--- config.mk ---
export PLATFORM = sky130hd
export DESIGN_NAME = mc_controller
export DESIGN_NICKNAME = d
export VERILOG_FILES = /design/src/rtl/mc_controller.sv
export SDC_FILE = /design/constraint.sdc
export NUM_CORES = 1
export LEC_CHECK = 0
export CAP_MARGIN = 20
export CORE_ASPECT_RATIO = 0.8
export CORE_MARGIN = 2
export CORE_UTILIZATION = 32
export CTS_CLUSTER_DIAMETER = 50
export DETAILED_ROUTE_END_ITERATION = 10
export GPL_ROUTABILITY_DRIVEN = 0
export PLACE_DENSITY = 0.79
export SYNTH_ARGS = -nofsm -noshare
export SYNTH_HDL_FRONTEND = slang
export SYNTH_SLANG_ARGS = --single-unit
--- constraint.sdc ---
create_clock -name clk -period 2.3 [get_ports clk]
set_clock_uncertainty 0.1 [all_clocks]
set_input_delay 0.46 -clock clk [delete_from_list [all_inputs] [get_ports clk]]
set_output_delay 0.46 -clock clk [all_outputs]
set_load 0.05 [all_outputs]
--- src/rtl/mc_controller.sv ---
// Multi-cycle MIPS control unit. A Moore FSM with one state per clock
// drives every datapath control input and the memory strobes. The only
// input-dependent output is pc_ld in BEQ, which follows the ALU zero flag.
// The current state is exported on state_dbg for observation.
module mc_controller #(
  parameter logic [2:0] ALU_AND = 3'b000,
  parameter logic [2:0] ALU_OR  = 3'b001,
  parameter logic [2:0] ALU_ADD = 3'b010,
  parameter logic [2:0] ALU_SUB = 3'b110,
  parameter logic [2:0] ALU_SLT = 3'b111
) (
  input  logic        clk,
  input  logic        rst,
  input  logic [31:0] inst_in,
  input  logic        zero,
  output logic        pc_ld,
  output logic        IorD,
  output logic        IRwrite,
  output logic        reg_dst,
  output logic        mem_to_reg,
  output logic        alu_src_A,
  output logic [1:0]  alu_src_B,
  output logic [2:0]  alu_ctrl,
  output logic        reg_write,
  output logic [1:0]  pc_src,
  output logic        R31_sel,
  output logic        jal_sel,
  output logic        mem_read,
  output logic        mem_write,
  output logic        instr_done,
  output logic [3:0]  state_dbg
);

  localparam logic [3:0] FETCH   = 4'd0;
  localparam logic [3:0] DECODE  = 4'd1;
  localparam logic [3:0] R_EX    = 4'd2;
  localparam logic [3:0] R_WB    = 4'd3;
  localparam logic [3:0] I_EX    = 4'd4;
  localparam logic [3:0] I_WB    = 4'd5;
  localparam logic [3:0] MEM_ADR = 4'd6;
  localparam logic [3:0] MEM_RD  = 4'd7;
  localparam logic [3:0] MEM_WB  = 4'd8;
  localparam logic [3:0] MEM_WR  = 4'd9;
  localparam logic [3:0] BEQ     = 4'd10;
  localparam logic [3:0] JUMP    = 4'd11;
  localparam logic [3:0] JAL     = 4'd12;
  localparam logic [3:0] JR      = 4'd13;

  localparam logic [5:0] OP_RTYPE = 6'b000000;
  localparam logic [5:0] OP_LW    = 6'b100011;
  localparam logic [5:0] OP_SW    = 6'b101011;
  localparam logic [5:0] OP_BEQ   = 6'b000100;
  localparam logic [5:0] OP_ADDI  = 6'b001000;
  localparam logic [5:0] OP_SLTI  = 6'b001010;
  localparam logic [5:0] OP_J     = 6'b000010;
  localparam logic [5:0] OP_JAL   = 6'b000011;

  localparam logic [5:0] FN_JR  = 6'b001000;
  localparam logic [5:0] FN_ADD = 6'b100000;
  localparam logic [5:0] FN_SUB = 6'b100010;
  localparam logic [5:0] FN_AND = 6'b100100;
  localparam logic [5:0] FN_OR  = 6'b100101;
  localparam logic [5:0] FN_SLT = 6'b101010;

  logic [3:0] state;
  logic [3:0] state_nxt;
  logic [5:0] opcode;
  logic [5:0] funct;

  // The IR is only reloaded in FETCH, so its fields stay valid for the
  // whole instruction and need no local copy.
  assign opcode    = inst_in[31:26];
  assign funct     = inst_in[5:0];
  assign state_dbg = state;

  // State register; reset aborts any instruction in flight.
  always_ff @(posedge clk) begin
    if (rst) state <= FETCH;
    else     state <= state_nxt;
  end

  // Next-state logic, including the DECODE dispatch on opcode/funct.
  always_comb begin
    state_nxt = FETCH;
    case (state)
      FETCH:   state_nxt = DECODE;
      DECODE: begin
        case (opcode)
          OP_RTYPE: begin
            case (funct)
              FN_JR:                                  state_nxt = JR;
              FN_ADD, FN_SUB, FN_AND, FN_OR, FN_SLT:  state_nxt = R_EX;
              default:                                state_nxt = FETCH;
            endcase
          end
          OP_LW, OP_SW:     state_nxt = MEM_ADR;
          OP_BEQ:           state_nxt = BEQ;
          OP_ADDI, OP_SLTI: state_nxt = I_EX;
          OP_J:             state_nxt = JUMP;
          OP_JAL:           state_nxt = JAL;
          default:          state_nxt = FETCH;
        endcase
      end
      R_EX:    state_nxt = R_WB;
      I_EX:    state_nxt = I_WB;
      MEM_ADR: state_nxt = (opcode == OP_LW) ? MEM_RD : MEM_WR;
      MEM_RD:  state_nxt = MEM_WB;
      default: state_nxt = FETCH;
    endcase
  end

  // Control outputs per state; everything not set is 0, ALU defaults to ADD.
  always_comb begin
    pc_ld      = 1'b0;
    IorD       = 1'b0;
    IRwrite    = 1'b0;
    reg_dst    = 1'b0;
    mem_to_reg = 1'b0;
    alu_src_A  = 1'b0;
    alu_src_B  = 2'b00;
    alu_ctrl   = ALU_ADD;
    reg_write  = 1'b0;
    pc_src     = 2'b00;
    R31_sel    = 1'b0;
    jal_sel    = 1'b0;
    mem_read   = 1'b0;
    mem_write  = 1'b0;
    instr_done = 1'b0;
    case (state)
      FETCH: begin
        mem_read  = 1'b1;
        IRwrite   = 1'b1;
        alu_src_B = 2'b01;
        pc_ld     = 1'b1;
      end
      DECODE: alu_src_B = 2'b11;
      R_EX: begin
        alu_src_A = 1'b1;
        case (funct)
          FN_SUB:  alu_ctrl = ALU_SUB;
          FN_AND:  alu_ctrl = ALU_AND;
          FN_OR:   alu_ctrl = ALU_OR;
          FN_SLT:  alu_ctrl = ALU_SLT;
          default: alu_ctrl = ALU_ADD;
        endcase
      end
      R_WB: begin
        reg_dst    = 1'b1;
        reg_write  = 1'b1;
        instr_done = 1'b1;
      end
      I_EX: begin
        alu_src_A = 1'b1;
        alu_src_B = 2'b10;
        alu_ctrl  = (opcode == OP_SLTI) ? ALU_SLT : ALU_ADD;
      end
      I_WB: begin
        reg_write  = 1'b1;
        instr_done = 1'b1;
      end
      MEM_ADR: begin
        alu_src_A = 1'b1;
        alu_src_B = 2'b10;
      end
      MEM_RD: begin
        IorD     = 1'b1;
        mem_read = 1'b1;
      end
      MEM_WB: begin
        mem_to_reg = 1'b1;
        reg_write  = 1'b1;
        instr_done = 1'b1;
      end
      MEM_WR: begin
        IorD       = 1'b1;
        mem_write  = 1'b1;
        instr_done = 1'b1;
      end
      BEQ: begin
        alu_src_A  = 1'b1;
        alu_ctrl   = ALU_SUB;
        pc_src     = 2'b10;
        pc_ld      = zero;
        instr_done = 1'b1;
      end
      JUMP: begin
        pc_src     = 2'b01;
        pc_ld      = 1'b1;
        instr_done = 1'b1;
      end
      JAL: begin
        pc_src     = 2'b01;
        pc_ld      = 1'b1;
        reg_write  = 1'b1;
        R31_sel    = 1'b1;
        jal_sel    = 1'b1;
        instr_done = 1'b1;
      end
      JR: begin
        pc_src     = 2'b11;
        pc_ld      = 1'b1;
        instr_done = 1'b1;
      end
      default: ;
    endcase
  end

endmodule

**Word level (Yosys, flattened, before mapping)**

Index checks and enable logic that the tools add are counted.

- Register bits after elaboration: 4
- Input port bits: 35
- Output and inout port bits: 23
- Logic and storage cells: 60

- Equality and inequality tests: 26
- Mux-type cells: 20
- Reduce and logical (&&, ||, !) cells: 13

Operators with widths:

| kind | count |
|---|---|
| one-hot mux 4 bit (6 select lines) | 2 |
| == test 6 bit (second input constant) | 7 |
| == test 4 bit (second input constant) | 6 |
| == test 6 x 4 -> 1 bit (second input constant) | 3 |
| == test 4 x 3 -> 1 bit (second input constant) | 4 |
| == test 6 x 2 -> 1 bit (second input constant) | 2 |
| one-hot mux 2 bit (3 select lines) | 2 |
| one-hot mux 3 bit (4 select lines) | 1 |
| OR reduction 2 bit | 6 |
| OR reduction 4 bit | 3 |
| 2-to-1 mux 1 bit | 10 |
| one-hot mux 3 bit (3 select lines) | 1 |
| == test 4 x 2 -> 1 bit (second input constant) | 2 |
| one-hot mux 4 bit (2 select lines) | 1 |
| OR reduction 8 bit | 1 |
| == test 6 x 3 -> 1 bit (second input constant) | 1 |
| logical NOT 6 bit | 1 |
| OR reduction 5 bit | 1 |
| == test 4 x 1 -> 1 bit (second input constant) | 1 |
| logical NOT 4 bit | 1 |
| 2-to-1 mux 4 bit | 1 |
| 2-to-1 mux 3 bit | 1 |
| one-hot mux 1 bit (2 select lines) | 1 |

**Depth between registers and ports, before layout**

- Word-level depth: 5
- Gate-level depth with buffers: 6
- Depth with buffers taken out: 5

**Worst setup path before layout**

OpenSTA, ideal clock, no wires.

- Path type: register to output
- Start: register state[3] (netlist: state_dbg[3])
- End: output pc_ld
- Arrival time: 2827 ps
- Required time: 1740 ps
- Setup slack: -1087 ps
- Stages on the path, launching flop included: 4
- Buffers on the path: 1
- Cells stage by stage: dfxtp_1 > clkbuf_1 > nor4_1 > or2_2

- Longest elaborated chain between the ends: 3
- Elaborated cells between the ends (all ways): 7
- Those cells by class: eq/ne (4); mux (1); reduce/logical (2)

RTL lines:

| what | line | RTL |
|---|---|---|
| start: declaration | 65 | `logic [3:0] state;` |
| start signal: assignment | 79 | `else state <= state_nxt;` |
| == test 4 bit or logical NOT 4 bit (tied branches) | 129 | `case (state)` |
| OR reduction 4 bit (no line) | - |  |
| one-hot mux 1 bit (2 select lines) * | 129 |  |
| end: declaration | 16 | `output logic pc_ld,` |

Mark *: on every way between the ends. The rest lies on a longest branch, timed or not.

**Final worst setup path**

- Start: input inst_in[1]
- End: output alu_ctrl[0]

- Longest elaborated chain between the ends: 3
- Elaborated cells between the ends (all ways): 6
- Those cells by class: eq/ne (4); mux (2)

RTL lines:

| what | line | RTL |
|---|---|---|
| start: declaration | 14 | `input logic [31:0] inst_in,` |
| == test 6 bit | 139 | `case (funct)` |
| one-hot mux 3 bit (4 select lines) * | 139 |  |
| one-hot mux 3 bit (3 select lines) * | 129 |  |
| end: declaration | 23 | `output logic [2:0] alu_ctrl,` |

Marks and branches as above.

==> flow_summary.yaml <==
timing:
  relSlewSlack_pct: 66.8
  max_freq_ghz: 0.451
  setup_violations: 0
  layout_min_cycle_time_ps: 2220
  tightest_slew_ps: 497
  final_max_slew_viol_count: 0
  hold_viol_final: 0
  post-route-period-util_pct: 96.4
  rsz0062_at_grt: "false"
  tns_ps: 0
global_route:
  grt_max_degree: 21
  grtUsageTotal_pct: 20.9
  antenna_found_initial: 0
  grt_pass1_wl_mm: 4.18
  grt_pass1_vias: 956
  grt_overflow: 0
die:
  boundaryPins: 58
  dieArea_um2: 2510
  row_count: 14
  die_w_um: 55.5
  die-height_um: 45.2
  core_um2: 1940
  initial_utilization_pct: 34.9
cells_and_area:
  fin_cells: 178
  num_antenna_cells: 0
  drive_gt1_share_pct: 48.1
  layout_commonest_cell: "buf_4"
  fillers: 131
  syn_to_final_growth_pct: 113
  final_cell_mix: "buf_4, buf_12, nor2_1"
  largest_reg_flops: 4
  regArea_um2: 92.6
  multi_input_area_um2: 677
  nets: 190
clocking:
  cts_tree: "done"
  holdBufCountCts: 0
  clock-sinks: 4
  cts_buffer_depth: 2
  htreeDepth: 1
  cts.reportedPaths.clkPinSlew_ps: 40
  cts-buffers-inserted: 3
  clock_latency_ps: 240
  cts-root-buf: "clkbuf_4"
route:
  via_count: 1004
  met2_length_mm: 1.31
  drtAntennaViolNets: 0
  firstDrtPassIters: 4
  finalWirelength_mm: 2.58
  drt_iter0_drc: 27
  wl_met3_um: 122
  post_drt_wl_per_cell_um: 14.5
  highest_layer: "met4"
  drt-met1-wl_mm: 1.12
  viasPerCell: 5.64
  route.detailed.drc: 0
logic_synthesis:
  yosys_warnings: 0
  synth_nets: 143
  synth_area_um2: 678
  synth_seq_area_share_pct: 11.8
  synth_seq_cells: 4
  netlist_instances: 108
  avgSynthCellArea_um2: 6.28
  yosysUniqueCellTypes: 37
critical_path:
  arrival_ps: 1660
  critPathMaxStageDelay_ps: 480
  path_cells: "clkdlybuf4s50_1, nor2_1, nand3_4, o221ai_4, buf_12"
  worstReg2RegEnd: "state_dbg[1]"
  slowest_stage: "clkdlybuf4s50_1"
  r2r_start: "state_dbg[1]"
  critPathKind: "in2out"
  end_kind: "output pin"
  regToRegSetupSlack_ps: 630
  critPathBufInv: 2
  cp_data_required_time_ps: 1740
  critPathLaunchType: "primary input"
  path_delay_family: "buffers and inverters"
  worstPathMaxFanout: 4
  rr_worst_depth: 6
worst_hold_path:
  hold_class: "reg2reg"
  min_path_cells: 3
  hold_path_end: "state_dbg[0]"
  worstHoldStart: "state_dbg[3]"
power:
  power_per_cell_area_nw_per_um2: 221
  p_leak_nw: 0.539
  vdd_drop_max_v: 0.000229
  power.total_uw: 318
outcome:
  outcome: "complete, no violations"
place:
  io_buffers: 37
  dp.cells: 172
  hpwl_mm: 1.94
flow_run:
  maxCapViolations: 0
[cell usage after synthesis]
cell / n / area share (%)
a2111oi_0: 1 / 1.3
a2111oi_4: 1 / 4.1
a211o_2: 1 / 1.5
a21boi_0: 1 / 1.1
a21oi_1: 8 / 5.9
a21oi_2: 1 / 1.3
a22oi_1: 2 / 2.2
a32o_1: 1 / 1.5
and3_1: 1 / 0.92
buf_1: 1 / 0.55
buf_4: 1 / 1.1
clkbuf_1: 7 / 3.9
dfxtp_1: 4 / 12
inv_1: 4 / 2.2
mux2_2: 1 / 1.7
nand2_1: 10 / 5.5
nand2b_1: 4 / 3.7
nand2b_4: 1 / 2.0
nand3_1: 3 / 2.2
nand3b_1: 1 / 1.1
nand4_1: 2 / 1.8
nor2_1: 18 / 10
nor2_2: 1 / 0.92
nor2b_1: 5 / 4.6
nor3_1: 5 / 3.7
nor3b_1: 1 / 1.1
nor4_1: 6 / 5.5
o211ai_1: 2 / 2.2
o21ai_0: 5 / 3.7
o21ba_2: 1 / 1.5
o221ai_1: 1 / 1.3
o31a_1: 1 / 1.3
o31ai_1: 1 / 1.1
o41ai_1: 1 / 1.3
or2_2: 1 / 0.92
or3_1: 2 / 1.8
or4_4: 1 / 1.7
[worst max path at each step]
stage            startpoint          end  slack (ps)  cells past startpoint
2_1_floorplan  state_dbg[2]  alu_ctrl[2]           8                      5
3_3_place_gp     inst_in[4]  alu_ctrl[0]        -220                      6
3_5_place_dp     inst_in[4]  alu_ctrl[0]        -230                      6
4_1_cts        state_dbg[1]  alu_ctrl[2]          10                      5
5_1_grt        state_dbg[2]  alu_ctrl[2]           1                      5
6_report         inst_in[1]  alu_ctrl[0]          80                      5
[power breakdown]
part	leakage, nW	switching [mW]	internal, mW
registers	0.0352	0.00136	0.0679
logic	0.489	0.0808	0.0647
clock network	0.0150	0.0378	0.0657
total	0.539	0.120	0.198
[metal layers]
layer / GRT usage [%] / vias to the layer above
li1: - / 491
met1: 24.2 / 468
met2: 38.8 / 41
met3: 3.72 / 4
met4: 9.27 / 0
met5: 0 / -
[final cells by class]
class	instances	area share [%]
multi-input cells	91	47.0
clock buffers	4	1.82
repair buffers	51	41.7
flip-flops and latches	4	6.42
inverters	4	1.04
well taps	24	2.08
[worst reg2reg max path: cells and delay by family (launching register included)]
kind,cells,cell delay (ps)
buffers and inverters,1,190
AND/OR/NAND/NOR,2,400
flip-flops,1,380
AO/OA/AOI/OAI,3,520
[stage by stage]
stage	setup WS, ps	utilization (%)	cell area, µm²	hold WS (ps)
3_5_place_dp	-231	71.0	1380	648
4_1_cts	10.2	74.6	1450	655
2_1_floorplan	8.34	-	823	555
3_3_place_gp	-222	71.0	1380	608
5_1_grt	1.32	74.1	1440	686
6_report	82.5	74.1	1440	660
[kinds of logic after synthesis]
group / after synthesis / share of synthesized area [%]
AO/OA/AOI/OAI: 28 / 31.2
buffers and inverters: 13 / 7.75
flip-flops: 4 / 11.8
multiplexers: 1 / 1.66
AND/OR/NAND/NOR: 62 / 47.6
[timing repair]
item | CTS | global route
pin swaps | 7 | 3
setup endpoints to repair | 2 | 2
buffers inserted | 2 | 0
gates resized for setup | 16 | 4
Power figures use the tool's default switching activity.
==> edit 1, RTL diff (same settings) <==
Register the inputs `inst_in` and `zero` before use. The logic sees them one clock later.
--- a/src/rtl/mc_controller.sv
+++ b/src/rtl/mc_controller.sv
@@ -63,4 +63,12 @@
   localparam logic [5:0] FN_SLT = 6'b101010;
 
+  logic [31:0] inst_q;
+  logic zero_q;
+
+  always_ff @(posedge clk) begin
+    inst_q <= inst_in;
+    zero_q <= zero;
+  end
+
   logic [3:0] state;
   logic [3:0] state_nxt;
@@ -70,6 +78,6 @@
   // The IR is only reloaded in FETCH, so its fields stay valid for the
   // whole instruction and need no local copy.
-  assign opcode    = inst_in[31:26];
-  assign funct     = inst_in[5:0];
+  assign opcode    = inst_q[31:26];
+  assign funct     = inst_q[5:0];
   assign state_dbg = state;
 
@@ -181,5 +189,5 @@
         alu_ctrl   = ALU_SUB;
         pc_src     = 2'b10;
-        pc_ld      = zero;
+        pc_ld      = zero_q;
         instr_done = 1'b1;
       end
Function: changed (Yosys sat finds a counterexample within 4 cycles, from zero or initial values and one cycle with rst high).
==> edit 1 against the unedited design <==
  * Sequential cell count up 13
  * Synthesized cell count is 11% higher
  * Sequential share of layout area grew 15 points
  * Power up 110%
  * Maximum frequency shrank 0.76%
  * Final cell count is 8.4% higher
  * Largest cell class unchanged
  * Synthesized area grew 44%
  * Cell area grew 12%
  * Routed wire length fell by 4.3%
  * Setup slack got worse by 0.017 ns
  * Sequential power grew to 4.7 times the old value
  * Non-clock buffer count decreased by 11
  * First-iteration DRC count grew 30%
==> edit 1: results (changes against the unedited design) <==
number of flip-flops in the largest register -> 12 (+8)
internal reg-to-reg setup slack -> 0.61 ns (-0.02 ns)
reg-to-reg critical path endpoint -> state_dbg[3]$_SDFF_PP0_
Critical path origin -> state_dbg[1]$_SDFF_PP0_
net switching power of the design -> 175 uW (+46%)
result of the run -> complete, no violations
Cell variety after synth -> 41 (+11%)
met3 demand-to-capacity share in global routing -> 0.0574 (+0.0202)
Combinational Power -> 128 uW (-12%)
vias in the first global route -> 928 (-2.9%)
root buf cell -> sky130_fd_sc_hd__clkbuf_8
pin slew with the least headroom to its limit -> 0.511 ns (+0.0140 ns)
drt pass-1 iters -> 6 (+2)
Net Count, Synth -> 155 (+8.4%)
grt met1 use -> 0.177 (-0.0649)
total of fill cells in the finished design -> 262 (+100%)
WHS Endpoint -> state_dbg[3]$_SDFF_PP0_
mean cell area of the mapped netlist -> 8.13 um^2 (+30%)
die width -> 65.7 um (+19%)
maximum fanout encountered on the critical timing path -> 20 (+16)
sequential share of the synthesized area -> 0.349 (+0.231)
Cell Count, Final, Fillers Out -> 193 (+8.4%)
VDD IR max -> 0.225 mV (-1.9%)
number of setup buffers added after CTS -> 0 (-2)
cell types with the largest area share after synthesis -> sky130_fd_sc_hd__dfxtp_1 35%, sky130_fd_sc_hd__nand2b_1 5.8%, sky130_fd_sc_hd__mux2_2 4.6%, sky130_fd_sc_hd__nor2_1 4.2%, sky130_fd_sc_hd__o21ai_0 3.6%
[edit 1: layout make-up]
class | count | area [um^2] | area share
inverters | 4 | 15.0 | 0.00927
repair buffers | 40 | 509 | 0.315
well taps | 38 | 47.5 | 0.0294
multi-input cells | 90 | 649 | 0.401
clock inverters | 1 | 5.00 | 0.00309
clock buffers | 3 | 41.3 | 0.0255
flip-flops and latches | 17 | 352 | 0.217
[edit 1: metal layers]
metal | up-vias | share of wire
met5 | - | 0
met4 | 0 | 0.013
met3 | 6 | 0.074
met2 | 31 | 0.47
met1 | 453 | 0.44
li1 | 508 | -
[edit 1: worst max-delay path by stage]
stage / to / slack, ns
final: alu_ctrl[0] / 0.07
after global routing: alu_ctrl[0] / -0.05
after CTS: alu_ctrl[0] / 0.01
after detailed placement: alu_ctrl[2] / 0.24
after global placement: alu_ctrl[2] / 0.26
after floorplan: IRwrite / -0.07
[edit 1: kinds of logic (layout without fill, tap and decap cells)]
family / after synthesis / after routing / share of synthesized area
AO/OA/AOI/OAI: 27 / 27 / 0.200
XOR/XNOR: 2 / 2 / 0.0180
buffers and inverters: 13 / 48 / 0.0628
flip-flops: 17 / 17 / 0.349
multiplexers: 4 / 4 / 0.0462
AND/OR/NAND/NOR: 57 / 57 / 0.324
[edit 1: per-stage QoR]
stage,cell area [um^2],setup TNS [ns],worst slack [ns]
after floorplan,1050,-0.0706,-0.0706
after global placement,1550,0,0.258
after detailed placement,1550,0,0.236
after CTS,1600,0,0.00986
after global routing,1620,-0.0556,-0.0492
final,1620,0,0.0656
[edit 1: what timing repair did]
action                                 4_1_cts  5_1_grt
endpoints found under the hold margin        0        0
gates resized for setup                      3        5
pin swaps                                    0        0
hold buffers                                 0        0
setup endpoints to repair                    2        3
==> edit 2, RTL diff (same flow settings) <==
Made on the original files. Set the parameter `ALU_SLT` to 3'b011 (it was 3'b111).
--- a/src/rtl/mc_controller.sv
+++ b/src/rtl/mc_controller.sv
@@ -8,5 +8,5 @@
   parameter logic [2:0] ALU_ADD = 3'b010,
   parameter logic [2:0] ALU_SUB = 3'b110,
-  parameter logic [2:0] ALU_SLT = 3'b111
+  parameter logic [2:0] ALU_SLT = 3'b011
 ) (
   input  logic        clk,
Check against the original RTL: not equivalent (a bounded check fails within 4 cycles, from zero or initial values and one cycle with rst high).
==> edit 2 against the unedited design <==
  * Power shrank 0.43%
  * Routed wire length decreased by 3.0%
  * Synthesized cell count unchanged
  * Setup slack got worse by 0.018 ns
  * Synthesized area grew 2.6%
  * Cell area grew 0.87%
  * Sequential cell count unchanged
  * First-iteration DRC count fell by 37%
==> edit 2: results (changes against the unedited design) <==
worst max-slew margin expressed relative to the limit -> 0.666 (-0.00221)
pin count of the biggest net entering global routing -> 26 (+24%)
initial DRC count -> 17 (-37%)
reg-to-reg critical path endpoint -> state_dbg[2]$_SDFF_PP0_
count of inverters not on the clock network in the layout -> 3 (-1)
WHS Endpoint -> state_dbg[1]$_SDFF_PP0_
slowest CP cell -> sky130_fd_sc_hd__bufbuf_16
total of fill cells in the finished design -> 183 (+40%)
overall routing resource usage -> 0.197 (-0.0119)
highest metal layer with signal wires -> met3
wire length the detailed router placed on met1 -> 1.10 mm (-2.1%)
wire length per cell after detailed routing -> 13.6 um (-6.2%)
net count reported at finish -> 196 (+3.2%)
grt met1 use -> 0.228 (-0.0134)
met3 demand-to-capacity share in global routing -> 0.0398 (+0.00252)
VDD IR max -> 0.137 mV (-40%)
share of the clock period used by the worst path -> 0.972 (+0.00803)
multi-input gate count -> 92 (+1.1%)
multiplexer area fraction after synthesis -> 0.0324 (+0.0158)
LEAKAGE -> 0.000596 uW (+11%)
proportion of layout cells with a drive suffix above 1 -> 0.447 (-0.0340)
metal3 WL -> 111 um (-9.0%)
clock buffer instance count of the final layout -> 3 (-1)
Seq/total area -> 0.0602 (-0.00400)
Worst Min Path Start -> state_dbg[2]$_SDFF_PP0_
multi-input logic portion of the cell area -> 0.458 (-0.0118)
clock-cell share of area -> 0.0155 (-0.00274)
cell types with the largest area share after synthesis -> sky130_fd_sc_hd__dfxtp_1 12%, sky130_fd_sc_hd__nor2_1 8.1%, sky130_fd_sc_hd__a21oi_1 6.5%, sky130_fd_sc_hd__nand2b_1 5.4%, sky130_fd_sc_hd__nand2_1 4.9%
Non-Clock Buffer Area Fraction -> 0.437 (+0.0205)
arrival time of the worst setup path -> 1.68 ns (+0.02 ns)
delay of the slowest critical-path stage -> 0.32 ns (-0.16 ns)
minimum setup slack after placement -> -0.101 ns (+0.130 ns)
dpl hpwl -> 1.78 mm (-8.3%)
result of the run -> complete, no violations
internal reg-to-reg setup slack -> 0.55 ns (-0.08 ns)
post-cts repair resize count -> 19 (+3)
Cell variety after synth -> 48 (+30%)
compound-gate portion of the synthesized area -> 0.308 (-0.00425)
edit 2: per-stage QoR:
| stage | utilization | area, um^2 | instances | hold WS [ns] |
|---|---|---|---|---|
| after detailed placement | 0.648 | 1360 | 179 | 0.583 |
| after global routing | 0.692 | 1450 | 184 | 0.610 |
| after global placement | 0.648 | 1360 | 179 | 0.576 |
| after floorplan | - | 766 | 108 | 0.565 |
| final | 0.692 | 1450 | 184 | 0.582 |
| after CTS | 0.686 | 1440 | 184 | 0.593 |
edit 2: worst reg2reg max path: stages, from the launching register on:
cell                       delay (ns)
sky130_fd_sc_hd__dfxtp_2         0.31
sky130_fd_sc_hd__buf_4           0.20
sky130_fd_sc_hd__nand2b_2        0.22
sky130_fd_sc_hd__or4_4           0.43
sky130_fd_sc_hd__a21oi_2         0.18
sky130_fd_sc_hd__o21ai_1         0.10
sky130_fd_sc_hd__a21oi_1         0.13
edit 2: power breakdown:
part | switching [uW] | internal (uW)
sequential | 8.22 | 70.3
combinational | 74.9 | 74.5
clock | 30.4 | 58.5
total | 114 | 203
